## config.mk

```make
export PLATFORM = sky130hd
export DESIGN_NAME = mem_io_cycle_fsm
export DESIGN_NICKNAME = d
export VERILOG_FILES = /design/src/rtl/z80_pkg.sv /design/src/rtl/wait_ctr.sv /design/src/rtl/mem_io_cycle_fsm.sv
export SDC_FILE = /design/constraint.sdc
export NUM_CORES = 1
export LEC_CHECK = 0
export ABC_AREA = 0
export CAP_MARGIN = 25
export CORE_MARGIN = 2
export CORE_UTILIZATION = 48
export CTS_CLUSTER_DIAMETER = 40
export DETAILED_ROUTE_END_ITERATION = 8
export PLACE_DENSITY = 0.79
export REMOVE_ABC_BUFFERS = 1
export SLEW_MARGIN = 5
export SYNTH_ARGS = -nofsm -noshare
export SYNTH_HDL_FRONTEND = slang
export SYNTH_HIERARCHICAL = 1
export SYNTH_SLANG_ARGS = --single-unit
```

## constraint.sdc

```tcl
create_clock -name clk -period 9.35 [get_ports clk]
set_input_delay 1.87 -clock clk [delete_from_list [all_inputs] [get_ports clk]]
set_output_delay 1.87 -clock clk [all_outputs]
set_load 0.01 [all_outputs]
```

## src/rtl/z80_pkg.sv

```systemverilog
// Shared types for the Z80 bus-cycle engines: cycle kinds, bus states and
// default timing parameters.
package z80_pkg;

  typedef enum logic [1:0] {
    MEM_RD = 2'd0,
    MEM_WR = 2'd1,
    IO_RD  = 2'd2,
    IO_WR  = 2'd3
  } cycle_kind_t;

  typedef enum logic [2:0] {
    IDLE = 3'd0,
    T1   = 3'd1,
    T2   = 3'd2,
    TW   = 3'd3,
    T3   = 3'd4
  } bus_state_t;

  localparam int WAIT_TIMEOUT_DEFAULT = 255;
  localparam int IO_AUTO_WAIT_DEFAULT = 1;

  function automatic logic is_io(cycle_kind_t k);
    return (k == IO_RD) || (k == IO_WR);
  endfunction

  function automatic logic is_read(cycle_kind_t k);
    return (k == MEM_RD) || (k == IO_RD);
  endfunction

endpackage

```

## src/rtl/wait_ctr.sv

```systemverilog
// Wait-state bookkeeping for one bus cycle. Auto-waits (I/O only) are served
// first; every WAIT_L=0 sample taken in T2/TW owes one further TW. A separate
// counter of consecutive WAIT_L=0 samples detects a stuck wait line.
module wait_ctr #(
  parameter int IO_AUTO_WAIT = 1,
  parameter int WAIT_TIMEOUT = 255
) (
  input  logic clk,
  input  logic rst,
  input  logic clear,      // cycle accepted: restart all counters
  input  logic auto_load,  // load the auto-wait count on clear (I/O cycles)
  input  logic sample,     // in T2 or TW: WAIT_L is sampled this cycle
  input  logic consume,    // in TW: this cycle serves one pending wait
  input  logic WAIT_L,
  output logic pending,    // at least one more TW is owed after this cycle
  output logic expired     // external wait held too long: abort the cycle
);

  localparam int CW = $clog2(WAIT_TIMEOUT + 1);

  logic [1:0]    auto_cnt, auto_nxt;
  logic [2:0]    debt, debt_nxt;
  logic [CW-1:0] cons_cnt;

  // Counter values after this cycle's TW is served and WAIT_L is sampled.
  always_comb begin
    // NOTE: every combinational output gets a default first so no path
    // leaves it unassigned, which would otherwise infer a latch.
    auto_nxt = auto_cnt;
    debt_nxt = debt;
    if (consume) begin
      if (auto_cnt != 2'd0)  auto_nxt = auto_cnt - 2'd1;
      else if (debt != 3'd0) debt_nxt = debt - 3'd1;
    end
    if (sample && !WAIT_L) debt_nxt = debt_nxt + 3'd1;
    pending = (auto_nxt != 2'd0) || (debt_nxt != 3'd0);
    expired = consume && !WAIT_L && (cons_cnt == CW'(WAIT_TIMEOUT));
  end

  // Counter registers: restart on each accepted cycle, advance in T2/TW.
  always_ff @(posedge clk) begin
    if (rst) begin
      auto_cnt <= 2'd0;
      debt     <= 3'd0;
      cons_cnt <= '0;
    end else if (clear) begin
      auto_cnt <= auto_load ? 2'(IO_AUTO_WAIT) : 2'd0;
      debt     <= 3'd0;
      cons_cnt <= '0;
    end else if (sample) begin
      auto_cnt <= auto_nxt;
      debt     <= debt_nxt;
      if (WAIT_L)                               cons_cnt <= '0;
      else if (cons_cnt != CW'(WAIT_TIMEOUT))   cons_cnt <= cons_cnt + CW'(1);
    end
  end

endmodule

```

## src/rtl/mem_io_cycle_fsm.sv

```systemverilog
// Bus-cycle engine for Z80 memory/I-O read and write machine cycles.
// Runs T1/T2/TW/T3, honours WAIT_L, aborts on a stuck wait line and returns
// read data captured on entry to T3. All bus outputs decode from registers.
module mem_io_cycle_fsm
  import z80_pkg::*;
#(
  parameter int IO_AUTO_WAIT = IO_AUTO_WAIT_DEFAULT,
  parameter int WAIT_TIMEOUT = WAIT_TIMEOUT_DEFAULT
) (
  input  logic        clk,
  input  logic        rst,
  input  logic        start,
  input  logic [1:0]  kind,
  input  logic [15:0] addr_in,
  input  logic [7:0]  wdata_in,
  input  logic [7:0]  data_in,
  input  logic        WAIT_L,
  output logic        busy,
  output logic        done,
  output logic        timeout,
  output logic [7:0]  rdata,
  output logic [15:0] addr_out,
  output logic [7:0]  data_out,
  output logic        data_oe,
  output logic        MREQ_L,
  output logic        IORQ_L,
  output logic        RD_L,
  output logic        WR_L
);

  bus_state_t  state, state_nxt;
  cycle_kind_t kind_q;
  logic [15:0] addr_q;
  logic [7:0]  wdata_q, rdata_q;
  logic        timeout_q;
  logic        accept, pending, expired, in_cycle, late;

  assign accept = (state == IDLE) && start;

  wait_ctr #(
    .IO_AUTO_WAIT(IO_AUTO_WAIT),
    .WAIT_TIMEOUT(WAIT_TIMEOUT)
  ) u_wait_ctr (
    .clk      (clk),
    .rst      (rst),
    .clear    (accept),
    .auto_load(is_io(cycle_kind_t'(kind))),
    .sample   ((state == T2) || (state == TW)),
    .consume  (state == TW),
    .WAIT_L   (WAIT_L),
    .pending  (pending),
    .expired  (expired)
  );

  // Next-state decode; start only matters in IDLE.
  always_comb begin
    state_nxt = state;
    case (state)
      IDLE:    if (start) state_nxt = T1;
      T1:      state_nxt = T2;
      T2:      state_nxt = pending ? TW : T3;
      TW:      state_nxt = expired ? IDLE : (pending ? TW : T3);
      T3:      state_nxt = IDLE;
      default: state_nxt = IDLE;
    endcase
  end

  // State, request latches, read capture and the abort pulse.
  always_ff @(posedge clk) begin
    // NOTE: datapath registers are reset too because rdata, addr_out and
    // data_out are visible on the ports and must read 0 out of reset.
    if (rst) begin
      state     <= IDLE;
      kind_q    <= MEM_RD;
      addr_q    <= 16'h0000;
      wdata_q   <= 8'h00;
      rdata_q   <= 8'h00;
      timeout_q <= 1'b0;
    end else begin
      // NOTE: non-blocking assignments so every register here samples the
      // pre-edge values, independent of statement order.
      state     <= state_nxt;
      timeout_q <= (state == TW) && expired;
      if (accept) begin
        kind_q  <= cycle_kind_t'(kind);
        addr_q  <= addr_in;
        wdata_q <= wdata_in;
      end
      if ((state_nxt == T3) && (state != T3) && is_read(kind_q))
        rdata_q <= data_in;
    end
  end

  // Moore bus outputs decoded from state and the latched cycle kind.
  always_comb begin
    in_cycle = (state == T1) || (state == T2) || (state == TW) || (state == T3);
    late     = (state == T2) || (state == TW) || (state == T3);
    MREQ_L   = 1'b1;
    IORQ_L   = 1'b1;
    RD_L     = 1'b1;
    WR_L     = 1'b1;
    data_oe  = 1'b0;
    case (kind_q)
      MEM_RD: if (in_cycle) begin MREQ_L = 1'b0; RD_L = 1'b0; end
      MEM_WR: begin
        if (in_cycle) begin MREQ_L = 1'b0; data_oe = 1'b1; end
        if (late) WR_L = 1'b0;
      end
      IO_RD:  if (late) begin IORQ_L = 1'b0; RD_L = 1'b0; end
      IO_WR: begin
        if (in_cycle) data_oe = 1'b1;
        if (late) begin IORQ_L = 1'b0; WR_L = 1'b0; end
      end
      default: ;
    endcase
    busy     = (state != IDLE);
    done     = (state == T3);
    timeout  = timeout_q;
    rdata    = rdata_q;
    addr_out = in_cycle ? addr_q : 16'h0000;
    data_out = data_oe ? wdata_q : 8'h00;
  end

endmodule

```

Yosys cells after proc, flatten, opt, wreduce, memory -nomap -nowiden
Index checks and enable logic that the tools add are counted.

Add/subtract/negate cells: 4. Equality and inequality tests: 13. Muxes and demuxes: 25. Reduce and logical (&&, ||, !) cells: 30.

Operators with widths (count): $mux 8 (3); $mux 3 (7); $mux 16 (1); $pmux 3 s4 (1); $reduce_bool 3->1 (3); $add 8x1->8 const B (1); $eq 2x2->1 const B (4); $eq 8x8->1 const B (1); $logic_or 1x1->1 (8); $mux 1 (8); $mux 2 (4); $ne 8x8->1 const B (1); $reduce_bool 2->1 (4); $reduce_or 2->1 (4); $logic_and 1x1->1 (7); $eq 3x2->1 const B (2); $eq 3x3->1 const B (2); $add 3x1->3 const B (1); $eq 3x1->1 const B (1); $logic_not 3->1 (1); $ne 3x3->1 const B (1); $sub 3x1->3 const B (1); $eq 2x1->1 const B (1); $logic_not 2->1 (1); other kinds (4) (4).

Register bits after elaboration: 51. Bits of input ports: 38. Output and inout port bits: 40. Logic and storage cells: 81.

Longest topological paths before layout
Gate-level depths: netlist of the first run.

Depth after elaboration: 14. Mapped depth: 13. Depth with buffers taken out: 12.

By module
The synthesis of the first run kept the hierarchy.

By module, submodules not included: mem_io_cycle_fsm (times used 1, cells each 206, area each 1711.6 um^2, sequential area each 760.7 um^2); wait_ctr (times used 1, cells each 104, area each 854.6 um^2, sequential area each 260.2 um^2).

Worst setup path before layout of the first run
OpenSTA, ideal clock, no wires.

Kind: input to register. Start: input start. End: register u_wait_ctr.debt[0]. Setup time: 116 ps. Data arrival time: 3148 ps. Required time: 9234 ps. Setup slack: 6085 ps. Cell stages on the path: 9. Path buffers: 3. Cells stage by stage: or4b_1 -> buf_6 -> clkinv_4 -> buf_8 -> nor2_1 -> buf_2 -> nand2_1 -> a21oi_1 -> a31o_2.

Word-level cells in the longest chain between the ends: 2.

Ends and longest elaborated chain: from (decl) (line mem_io_cycle_fsm.sv:12) `input logic start,`; $logic_and 1x1->1 (line mem_io_cycle_fsm.sv:38) `assign accept = (state == IDLE) && start;`; net accept (line mem_io_cycle_fsm.sv:36) `logic accept, pending, expired, in_cycle, late;`; $reduce_or 2->1 (no line); to (signal assigned) (line wait_ctr.sv:52) `debt <= debt_nxt;`; to (decl) (line wait_ctr.sv:22) `logic [2:0] debt, debt_nxt;`.

The timed path passes the listed nets, and every way through them passes these cells. A chain may end at the register's enable or synchronous reset.

Final worst setup path of the first run
Start: input start. End: register u_wait_ctr.cons_cnt[5].

Word-level cells in the longest chain between the ends: 2.

Ends and longest elaborated chain: $logic_and 1x1->1 (line mem_io_cycle_fsm.sv:38); $reduce_or 2->1 (no line); to (signal assigned) (line wait_ctr.sv:54) `else if (cons_cnt != CW'(WAIT_TIMEOUT)) cons_cnt <= cons_cnt + CW'(1);`; to (decl) (line wait_ctr.sv:23) `logic [CW-1:0] cons_cnt;`.

No other way between the ends.

==> flow_summary.yaml, run 1 <==
power:
  irDropWorstVdd_v: 0.00007655
  total_power_uw: 513.4
  power_density_mw_per_mm2: 149.2
  p_leak_uw: 0.001302
clock_tree:
  cts_buffers: 5
  root_buffer: "clkbuf_8"
  post_cts_resized: 0
  ctsHoldBuffers: 0
  cts_tree: "yes"
  cts_buffer_depth: 2
  cts.sinks: 51
  clk_latency_ns: 0.29
  htree_levels: 2
  post_cts_buffers: 0
  cts.clk_slew.worst_paths_ns: 0.09
setup_path:
  path_buf_inv: 2
  crit_chain: "clkdlybuf4s50_1, or4b_1, clkinv_4, nor2_1, nand2_1, o31ai_1"
  worstSetupPathType: "input pin to flop"
  arrival_ns: 4.73
  cp_top_family: "simple AND/OR/NAND/NOR gates"
  critPathSlowestCell: "or4b_1"
  cp.depth: 6
  reg2reg_depth: 12
  critPathMaxStageDelay_ns: 0.82
  start_kind: "input pin"
  critPathMaxFanout: 30
  cp-end-kind: "flop"
  critical_path_required_ns: 9.56
floorplanning:
  start_util_pct: 49.93
  die_x_um: 77.12
  die-area_mm2: 0.005947
  core_mm2: 0.005140
  dieHeight_um: 77.12
  ios: 78
  row_count: 26
placed_design:
  gp_congestion: 0.7663
  dpl.hpwl_mm: 4.228
  dp_cells: 441
  port_buffers: 77
layout:
  antennaDiodeCount: 0
  final_common_cell: "clkdlybuf4s50_1"
  final_cells: 448
  layout_common_cells: "clkdlybuf4s50_1, nand2_1, dfxtp_1, and2_1, a21oi_1"
  syn_to_final_growth_pct: 34.13
  drive_gt1_share_pct: 7.672
  nNetsFinal: 421
global_routing:
  grt_max_degree: 50
  antenna_found_initial: 0
  grt_pass1_wl_mm: 10.21
  grt_usage_pct: 21.04
  grt_overflow_total: 0
  grt_pass1_vias: 2175
flow_run:
  maxCapViolations: 0
route:
  firstDrtPassIters: 4
  avgViaCountPerCell: 5.156
  antenna_left: 0
  drt_wl_total_mm: 5.978
  drt_iter0_markers: 172
  wire_per_inst_um: 13.34
  drcViolationCount: 0
  num_vias: 2310
logic_synthesis:
  avgSynthCellArea_um2: 8.278
  synthFlopType: "dfxtp_1"
  ys_seq_area_share_pct: 39.79
  synth_cell_types: 49
  syn_inst: 310
  async_flop_share_pct: 0
  syn_area_mm2: 0.002566
  ys_seq_elements: 51
  ys_warn_count: 6
  synth_edf_count: 0
hold_path:
  worstHoldPathType: "flop to flop"
  min_path_cells: 2
timing:
  hold_viol_final: 0
  slew_headroom_pct: 34.33
  slew_violations: 0
  rsz0062_at_grt: "no"
  setup_viol: 0
  worst_pin_slew_ns: 0.9851
  fmax_mhz: 221.5
  min_period_ns: 4.514
  fin_crit_sh_pct: 48.28
  fin_skew_ns: 0.002626
  fin_setup_tns_ns: 0
outcome:
  status: "completed"
[power by group]
group / switching, uW / total, uW / leakage, uW / internal (uW)
Clock: 68.1 / 147 / 0.0000513 / 78.5
Combinational: 64.7 / 124 / 0.000835 / 59.3
Sequential: 10.5 / 243 / 0.000416 / 232
[worst min-delay path: stages (launching register included)]
cell and delay (ns):
dfxtp_1 0.31, nand2_1 0.05, a21oi_1 0.05
[sequential cells by signal, indices dropped and copies added, names as in the netlist]
| signal | flops |
|---|---|
| u_wait_ctr/cons_cnt | 8 |
| state | 3 |
| u_wait_ctr/auto_cnt | 2 |
| kind_q | 2 |
| rdata | 8 |
| u_wait_ctr/debt | 3 |
| wdata_q | 8 |
| timeout | 1 |
| addr_q | 16 |
[cell usage after synthesis, drive strengths merged, types with 3 or more instances]
library cell / number / share of area [%]
nand2: 64 / 9.4
dfxtp: 51 / 40
a21oi: 32 / 8.1
and2: 19 / 4.6
nand2b: 18 / 4.4
buf: 10 / 2.8
inv: 10 / 1.5
mux2i: 10 / 3.9
nor2: 10 / 1.5
and3: 9 / 2.2
clkbuf: 8 / 1.2
nor3: 7 / 1.4
nor2b: 6 / 1.5
o21ai: 6 / 1.2
ha: 5 / 2.4
nand3: 5 / 0.97
xnor2: 4 / 1.4
nand4: 3 / 0.73
nor4b: 3 / 1.6
[stage by stage]
step	hold WS, ns	worst slack, ns	area [um2]	utilization [%]
floorplan	0.4257	5.220	2465	-
global placement	0.4376	4.571	3332	64.82
detailed placement	0.4454	4.503	3339	64.97
CTS	0.4576	4.852	3442	66.97
global route	0.4817	4.467	3442	66.97
finish	0.4557	4.836	3442	66.97
[metal layers]
metal  share of wire, %  up-vias  global-route usage (%)
li1                   -     1177                       -
met2                 47       62                   34.35
met4                1.4        0                   7.143
met3                5.6        6                   5.412
met1                 46     1065                   26.99
met5                  0        -                       0
[cells by family after synthesis]
family                     count (synthesis)  synth area share [%]
AOI/OAI and AO/OA                         52                 13.51
DFF                                       51                 39.79
xor gates and xnor gates                   5                 1.706
muxes                                     11                 4.339
and+or+nand+nor                          157                 32.47
buffers and inverters                     29                 5.753
adders and majority gates                  5                 2.438
[path summary, 6_finish.rpt]
path | startpoint | endpoint | slack, ns
worst min-delay path | addr_q[2]$_SDFFE_PP0P_ | addr_q[2]$_SDFFE_PP0P_ | 0.46
worst max register to register | state[1]$_SDFF_PP0_ | rdata[4]$_SDFFE_PP0P_ | 5.43
worst max-delay path | start | u_wait_ctr/cons_cnt[5]$_SDFFE_PP0P_ | 4.84
worst min register to register | addr_q[2]$_SDFFE_PP0P_ | addr_q[2]$_SDFFE_PP0P_ | 0.46
[layout make-up]
class | count | area (um2)
Sequential cell | 51 | 1021
Clock buffer | 6 | 72.57
Multi-Input combinational cell | 230 | 1404
Clock inverter | 1 | 30.03
Fill cell | 468 | 1698
Timing Repair Buffer | 79 | 780.7
Tap cell | 70 | 87.58
Inverter | 11 | 46.29
No activity file was read; power rests on OpenSTA's default activity.
==> run 2: changes to the inputs <==
--- a/config.mk
+++ b/config.mk
@@ -8,10 +8,10 @@
 export ABC_AREA = 0
 export CAP_MARGIN = 25
 export CORE_MARGIN = 2
-export CORE_UTILIZATION = 48
+export CORE_UTILIZATION = 47
 export CTS_CLUSTER_DIAMETER = 40
 export DETAILED_ROUTE_END_ITERATION = 8
-export PLACE_DENSITY = 0.79
+export PLACE_DENSITY = 0.77
 export REMOVE_ABC_BUFFERS = 1
 export SLEW_MARGIN = 5
 export SYNTH_ARGS = -nofsm -noshare
==> constraint.sdc (replaced) <==
create_clock -name clk -period 4.5 [get_ports clk]
set_input_delay 0.9 -clock clk [delete_from_list [all_inputs] [get_ports clk]]
set_output_delay 0.9 -clock clk [all_outputs]
set_load 0.01 [all_outputs]
==> run 2 against run 1 <==
  * Clock skew is 0.0044 ns higher
  * Cell area down 0.18%
  * Worst hold slack got worse by 0.0016 ns
  * Worst setup slack lost 4.0 ns
  * Cell count is 0.67% higher
  * Via count fell by 0.30%
  * Non-clock buffer count grew 2
  * Global-route usage fell by 0.36 points
  * Power up 98%
  * Critical path depth is 6 higher
==> flow_summary.yaml, run 2 (synthesis gave the netlist of run 1 again) <==
global_routing:
  grt_max_degree: 49
  grt_overflow_total: 0
  grt_usage_pct: 20.68
  grt_pass1_wl_mm: 10.05
  grt_pass1_vias: 2202
  antenna_found_initial: 0
clock_tree:
  htree_levels: 2
  cts_tree: "yes"
  cts_buffers: 5
  cts.sinks: 51
  cts.clk_slew.worst_paths_ns: 0.09
  post_cts_buffers: 0
  clk_latency_ns: 0.30
  root_buffer: "clkbuf_8"
  post_cts_resized: 0
  ctsHoldBuffers: 0
  cts_buffer_depth: 2
route:
  drt_wl_total_mm: 6.075
  drcViolationCount: 0
  wire_per_inst_um: 13.47
  firstDrtPassIters: 4
  avgViaCountPerCell: 5.106
  num_vias: 2303
  drt_iter0_markers: 138
  antenna_left: 0
floorplanning:
  ios: 78
  core_mm2: 0.005172
  dieHeight_um: 77.89
  row_count: 26
  die_x_um: 77.89
  die-area_mm2: 0.006067
  start_util_pct: 49.61
setup_path:
  start_kind: "flop"
  crit_chain: "nand2b_1, inv_1, and2_1, nor4b_4, mux2_2, inv_1, ha_1, nor4b_1, a31oi_1, nor4b_2, buf_4, mux2i_1"
  critPathMaxStageDelay_ns: 0.42
  arrival_ns: 3.92
  critPathSlowestCell: "inv_1"
  reg2reg_to: "rdata[6]$_SDFFE_PP0P_"
  cp-end-kind: "flop"
  worst_path_most_repeated_cell: "inv_1"
  critPathMaxFanout: 20
  r2r_start: "state[2]$_SDFF_PP0_"
  reg2reg_depth: 12
  regToRegSetupSlack_ns: 0.81
  critical_path_required_ns: 4.73
  worstSetupPathType: "flop to flop"
layout:
  utilization_pct: 66.42
  antennaDiodeCount: 0
  largest_reg_flops: 16
  fillers: 452
  largest-register: "addr_q"
  syn_to_final_growth_pct: 33.89
  drive_gt1_share_pct: 8.136
  final_cell_area_mm2: 0.003436
  final_cells: 451
  nNetsFinal: 423
  layout_common_cells: "clkdlybuf4s50_1, nand2_1, dfxtp_1, and2_1, a21oi_1"
  final_common_cell: "clkdlybuf4s50_1"
outcome:
  status: "completed"
timing:
  min_period_ns: 3.687
  fmax_mhz: 271.2
  fin_crit_sh_pct: 81.94
  worst_pin_slew_ns: 0.8806
  slew_violations: 0
  fin_setup_tns_ns: 0
  setup_viol: 0
  rsz0062_at_grt: "no"
  slew_headroom_pct: 40.87
  fin_skew_ns: 0.007025
  hold_viol_final: 0
power:
  power_density_mw_per_mm2: 295.6
  total_power_uw: 1016
  p_leak_uw: 0.001303
  irDropWorstVdd_v: 0.0001637
placed_design:
  gp_congestion: 0.7924
  placed_area_mm2: 0.003354
  port_buffers: 77
  dp_cells: 443
  dpl.hpwl_mm: 4.242
hold_path:
  hold_end: "addr_q[6]$_SDFFE_PP0P_"
  min_path_cells: 2
  worstHoldPathType: "flop to flop"
  hold_start: "addr_q[6]$_SDFFE_PP0P_"
flow_run:
  maxCapViolations: 0
-- run 2: cell type report --
class	instances	area (um2)	share of cell area, %
inverter	11	46.29	1.347
multi-input combinational	230	1404	40.86
clock inverter	1	5.005	0.1457
tap	70	87.58	2.549
clock buffer	7	76.32	2.221
timing repair buffer	81	795.8	23.16
sequential	51	1021	29.72
-- run 2: routing by layer --
layer	GRT usage [%]	vias up	share of wire, %
li1	-	1187	-
met1	25.00	1052	44
met2	35.00	54	48
met3	5.349	10	5.4
met4	8.246	0	2.4
met5	0	-	0
-- run 2: through the flow --
stage          hold WS [ns]  setup slack (ns)
2_1_floorplan        0.4257            0.3704
3_3_place_gp         0.4377             1.031
3_5_place_dp         0.4448            0.8393
4_1_cts              0.4561            0.7982
5_1_grt              0.4793            0.4527
6_report             0.4541            0.8126
-- run 2: critical path, delay by kind of cell, from the launching register on --
family | cells | cell delay [ns]
mux | 2 | 0.58
flops | 1 | 0.37
compound gates | 1 | 0.22
simple gates | 5 | 1.47
buf+inv | 3 | 0.73
fa+ha+maj | 1 | 0.25
-- run 2: worst max-delay path by stage --
stage	endpoint	slack (ns)	cells after the start	start
2_1_floorplan	rdata[0]$_SDFFE_PP0P_	0.37	11	state[2]$_SDFF_PP0_
4_1_cts	rdata[3]$_SDFFE_PP0P_	0.80	12	state[2]$_SDFF_PP0_
6_report	rdata[6]$_SDFFE_PP0P_	0.81	12	state[2]$_SDFF_PP0_
3_5_place_dp	rdata[4]$_SDFFE_PP0P_	0.84	12	state[2]$_SDFF_PP0_
3_3_place_gp	rdata[1]$_SDFFE_PP0P_	1.03	12	state[2]$_SDFF_PP0_
5_1_grt	rdata[2]$_SDFFE_PP0P_	0.45	12	state[2]$_SDFF_PP0_
-- run 2: where the power goes --
part / internal [uW] / switching [uW] / total, uW
combinational: 125 / 137 / 262
sequential: 483 / 21.3 / 504
clock: 109 / 140 / 249
==> RTL change 1: new RTL, flow settings as in run 2 <==
`IO_AUTO_WAIT_DEFAULT`: 1 -> 0.
--- a/src/rtl/z80_pkg.sv
+++ b/src/rtl/z80_pkg.sv
@@ -18,7 +18,7 @@
   } bus_state_t;
 
   localparam int WAIT_TIMEOUT_DEFAULT = 255;
-  localparam int IO_AUTO_WAIT_DEFAULT = 1;
+  localparam int IO_AUTO_WAIT_DEFAULT = 0;
 
   function automatic logic is_io(cycle_kind_t k);
     return (k == IO_RD) || (k == IO_WR);
Behaviour: not the same (a bounded check fails within 4 cycles, from zero or initial values and one cycle with rst high).
==> RTL change 1 against run 2 <==
Combinational power down 7%. Power increased by 5.8%. Synthesized cell count decreased by 0.32%. Cell area increased by 1.1%. Sequential cell count unchanged. Worst setup slack lost 0.23 ns. Routed wire length down 2.3%. First-iteration DRC count rose by 12%. Largest cell class unchanged. Synthesized area fell by 0.78%. Highest routed layer unchanged. Critical endpoint is now rdata[5]. Sequential share of layout area decreased by 0.31 points.
==> RTL change 1: results (changes against run 2) <==
Parameter                              Value

Status
  Outcome ... complete, no violations

Global route
  Wire length of the first global-routing pass ... 9.94 mm (-1.2%)
  Met1 track demand over resource in global routing ... 25.3% (+0.26 points)
  Aggregate global-route resource usage ... 20.2% (-0.48 points)
  Met2 Use GR ... 34.2% (-0.78 points)
  Largest net degree at the start of global routing ... 30 (-39%)
  Number of global-route vias before repair ... 2164 (-1.7%)

Power and ir drop
  Int Pwr ... 781 uW (+8.8%)
  Static leakage power ... 1.29 nW (-1.1%)
  Portion of total power attributed to the clock network ... 31.0% (+6.4 points)
  Total power consumption of the routed design ... 1.07 mW (+5.8%)
  Max VDD drop ... 0.180 mV (+9.8%)

Hold path
  Hold Path Origin ... addr_q[14]

Route
  Routed wire length on met2 ... 2.87 mm (-1.5%)
  Number of design-rule violations left by the first detailed-router iteration ... 155 (+12%)
  Final wirelength ... 5.94 mm (-2.3%)
  Routed met3 length ... 238 microns (-27%)
  Count of vias placed by the detailed router ... 2311 (+0.35%)

Placement
  Port buffer count ... 77 (unchanged)

Layout
  Share of final-layout standard cells stronger than drive strength 1 ... 8.44% (+0.31 points)
  Fin nets ... 421 (-0.47%)
  Fill cell instance count of the final layout ... 438 (-3.1%)

Setup path
  Maximum fanout encountered on the critical timing path ... 22 (+10%)
  Worst path slowest cell ... nor4b_4
  Slowest stage delay, CP ... 0.50 ns (+0.08 ns)
  Signal arrival time at the worst endpoint ... 4.16 ns (+0.24 ns)
  Worst setup slack for register-to-register paths ... 0.58 ns (-0.23 ns)
  Reg2Reg Depth ... 14 (+2)

STA
  Worst rel slew slack ... 61.5% (+21 points)

CTS
  Maximum clock path buffer count ... 2 (unchanged)
-- RTL change 1: per-stage QoR --
step           worst slack [ns]  hold WS, ns  instances  cell area (sq um)
6_report                  0.578        0.455        449               3470
5_1_grt                   0.290        0.481        449               3470
4_1_cts                   0.644        0.458        448               3440
3_5_place_dp              0.725        0.446        440               3330
3_3_place_gp              0.871        0.438        440               3330
2_1_floorplan             0.303        0.426        290               2440
-- RTL change 1: area by class of cell --
class | count | area (sq um) | area share [%]
flip-flops and latches | 51 | 1020 | 29.4
multi-input cells | 231 | 1400 | 40.2
well taps | 70 | 87.6 | 2.52
repair buffers | 81 | 816 | 23.5
clock inverters | 2 | 35.0 | 1.01
inverters | 8 | 35.0 | 1.01
clock buffers | 6 | 82.6 | 2.38
-- RTL change 1: worst min-delay path by stage --
stage / end / cells after the start
floorplan: addr_q[10] / 2
global placement: addr_q[8] / 2
detailed placement: addr_q[14] / 2
CTS: addr_q[14] / 2
global route: addr_q[12] / 2
finish: addr_q[14] / 2
==> RTL change 2: new RTL, flow settings as in run 2 <==
Without the edit above. Register the output `timeout`, with the module's reset; this adds one clock of latency there. The other outputs are not delayed to match.
--- a/src/rtl/mem_io_cycle_fsm.sv
+++ b/src/rtl/mem_io_cycle_fsm.sv
@@ -27,6 +27,8 @@
   output logic        RD_L,
   output logic        WR_L
 );
+
+  logic timeout_d;
 
   bus_state_t  state, state_nxt;
   cycle_kind_t kind_q;
@@ -115,11 +117,19 @@
     endcase
     busy     = (state != IDLE);
     done     = (state == T3);
-    timeout  = timeout_q;
+    timeout_d = timeout_q;
     rdata    = rdata_q;
     addr_out = in_cycle ? addr_q : 16'h0000;
     data_out = data_oe ? wdata_q : 8'h00;
   end
 
+  always_ff @(posedge clk) begin
+    if (rst) begin
+      timeout <= '0;
+    end else begin
+      timeout <= timeout_d;
+    end
+  end
+
 endmodule
 
Function: same outputs for any inputs over 10 cycles, from zero or initial values and one cycle with rst high; that may be too few to reach the edited logic, so the function may still have changed.
==> RTL change 2 against run 2 <==
Power increased by 9.6%. Sequential share of layout area decreased by 0.086 points. Routed wire length decreased by 1.4%. Worst setup slack improved by 0.030 ns. Cell area increased by 2.3%. Count of clock-buffer cells in the layout decreased by 1. Synthesized area increased by 1.1%. Sequential cell count increased by 1.
==> RTL change 2: results (changes against run 2) <==
Parameter                              Value

Logic synthesis
  Cell types with the largest area share after synthesis ... dfxtp_1 (40%), nand2_1 (9.1%), and2_1 (4.6%)
  YS warnings ... 6 (unchanged)
  Post-synth cell types ... 50 (+2.0%)
  Most numerous cell types in the synthesized netlist ... nand2_1 (63), dfxtp_1 (52), a21oi_1 (19), and2_1 (19), nand2b_1 (17)
  Portion of the post-synthesis area used by sequential elements ... 40.1% (+0.35 points)
  Post-synth ARST share ... 0% (unchanged)
  Primary flip-flop cell chosen by synthesis mapping ... dfxtp_1

Layout
  Number of antenna diodes ... 0 (unchanged)
  Fill cell instance count of the final layout ... 484 (+7.1%)
  Number of flip-flops in the largest register ... 16 (unchanged)
  Largest register by flop count ... addr_q
  Share of final-layout standard cells stronger than drive strength 1 ... 8.88% (+0.74 points)
  Fin nets ... 425 (+0.47%)

Power and ir drop
  Max VDD drop ... 0.163 mV (-0.33%)
  Power spent charging and discharging nets ... 313 uW (+4.8%)
  Static leakage power ... 1.34 nW (+2.6%)

Route
  Average vias per placed instance ... 5.12 (+0.24%)
  Wire per inst ... 13.2 microns (-2.3%)
  Number of design-rule violations left by the first detailed-router iteration ... 117 (-15%)
  Detailed-routing iteration count for the pre-antenna-repair pass ... 4 (unchanged)

Setup path
  Delay-heaviest family, CP ... simple AND/OR/NAND/NOR gates
  Signal arrival time at the worst endpoint ... 3.90 ns (-0.02 ns)
  Worst path slowest cell ... dfxtp_1
  Slowest stage delay, CP ... 0.42 ns (about the same)
  Maximum fanout encountered on the critical timing path ... 19 (-5.0%)

Job
  Max-cap violations ... 0 (unchanged)

Global route
  Number of global-route vias before repair ... 2179 (-1.0%)
  Number of antenna violations at the first check in global routing ... 0 (unchanged)
  Largest net degree at the start of global routing ... 50 (+2.0%)
  Global-route track usage on met3 ... 4.60% (-0.75 points)
  Met1 track demand over resource in global routing ... 25.8% (+0.76 points)
  Met2 Use GR ... 34.3% (-0.69 points)
  Aggregate global-route resource usage ... 20.4% (-0.30 points)
  Wire length of the first global-routing pass ... 10.1 mm (+0.21%)

Placement
  Final weighted congestion of routability-driven global placement ... 0.788 (-0.56%)
  Post-DP HPWL ... 4.07 mm (-4.1%)
  DP Worst Slack ... 0.852 ns (+0.0124 ns)
  Port buffer count ... 77 (unchanged)

CTS
  Number of gates resized after CTS ... 0 (unchanged)
  Maximum clock path buffer count ... 2 (unchanged)
  Buffers inserted by post-CTS timing repair ... 0 (unchanged)
  Number of H-tree levels ... 2 (unchanged)
  Inserted Clock Buffers ... 5 (unchanged)
  Clock transition at the register clock pins on the worst setup and hold paths after CTS ... 0.10 ns
  Latest clock arrival within the worst-skew pair ... 0.31 ns
  Root cell of the clock tree ... clkbuf_8

Hold path
  Path category of the worst min-delay check ... reg2reg

STA
  Worst rel slew slack ... 53.3% (+12 points)
  Final Skew ... 0.00820 ns (+0.00118 ns)

Status
  Outcome ... complete, no violations
==> RTL change 2: cell families (layout without fill, tap and decap cells) <==
| family | after synthesis | count (layout) | share of synthesized area, % |
|---|---|---|---|
| xor+xnor | 5 | 5 | 1.69 |
| flops | 52 | 52 | 40.1 |
| buf+inv | 29 | 101 | 5.69 |
| fa+ha+maj | 5 | 5 | 2.41 |
| simple gates | 157 | 157 | 32.4 |
| mux | 11 | 11 | 4.29 |
| compound gates | 52 | 52 | 13.4 |
==> RTL change 2: final timing paths <==
check	from	end	slack (ns)	cells past startpoint
worst min register to register	timeout_d	timeout	0.45	1
worst min-delay path	timeout_d	timeout	0.45	1
worst max-delay path	state[1]	rdata[4]	0.84	13
worst max register to register	state[1]	rdata[4]	0.84	13
==> RTL change 2: area by class of cell <==
| cell class | instances | area (sq um) | share of cell area (%) |
|---|---|---|---|
| clock buffer | 6 | 82.6 | 2.35 |
| timing repair buffer | 82 | 803 | 22.9 |
| tap | 72 | 90.1 | 2.56 |
| inverter | 11 | 46.3 | 1.32 |
| multi-input combinational | 230 | 1410 | 40.2 |
| clock inverter | 2 | 38.8 | 1.10 |
| sequential | 52 | 1040 | 29.6 |
==> RTL change 2: power by group through the flow <==
stage               registers [mW]  logic, mW  clock network, mW
finish                       0.513      0.263              0.338
global route                 0.519      0.291              0.368
global placement             0.522      0.260                  0
CTS                          0.513      0.264              0.346
floorplan                    0.520      0.135                  0
detailed placement           0.523      0.264                  0
==> RTL change 2: routing by layer <==
| layer | up-vias | part of all wire (%) |
|---|---|---|
| met5 | - | 0 |
| met4 | 0 | 2.5 |
| met3 | 12 | 4.4 |
| met2 | 60 | 48 |
| met1 | 1071 | 45 |
| li1 | 1186 | - |
==> RTL change 2: worst register-to-register path, cell delays in order (launching register included) <==
cell and delay [ns]:
dfxtp_1 0.42, or2b_1 0.32, inv_1 0.07, buf_4 0.20
and2_1 0.25, nor4b_4 0.32, mux2_2 0.39, inv_1 0.08
ha_1 0.25, nor4b_1 0.35, a31oi_1 0.23, nor4b_2 0.28
buf_4 0.23, mux2i_1 0.20
==> RTL change 2: per-stage QoR <==
step,util (%),hold WS (ns),area [sq um],std cells
global route,65.0,0.459,3510,455
detailed placement,62.8,0.433,3390,447
floorplan,-,0.414,2490,293
CTS,65.0,0.456,3510,455
finish,65.0,0.451,3510,455
global placement,62.8,0.424,3390,447
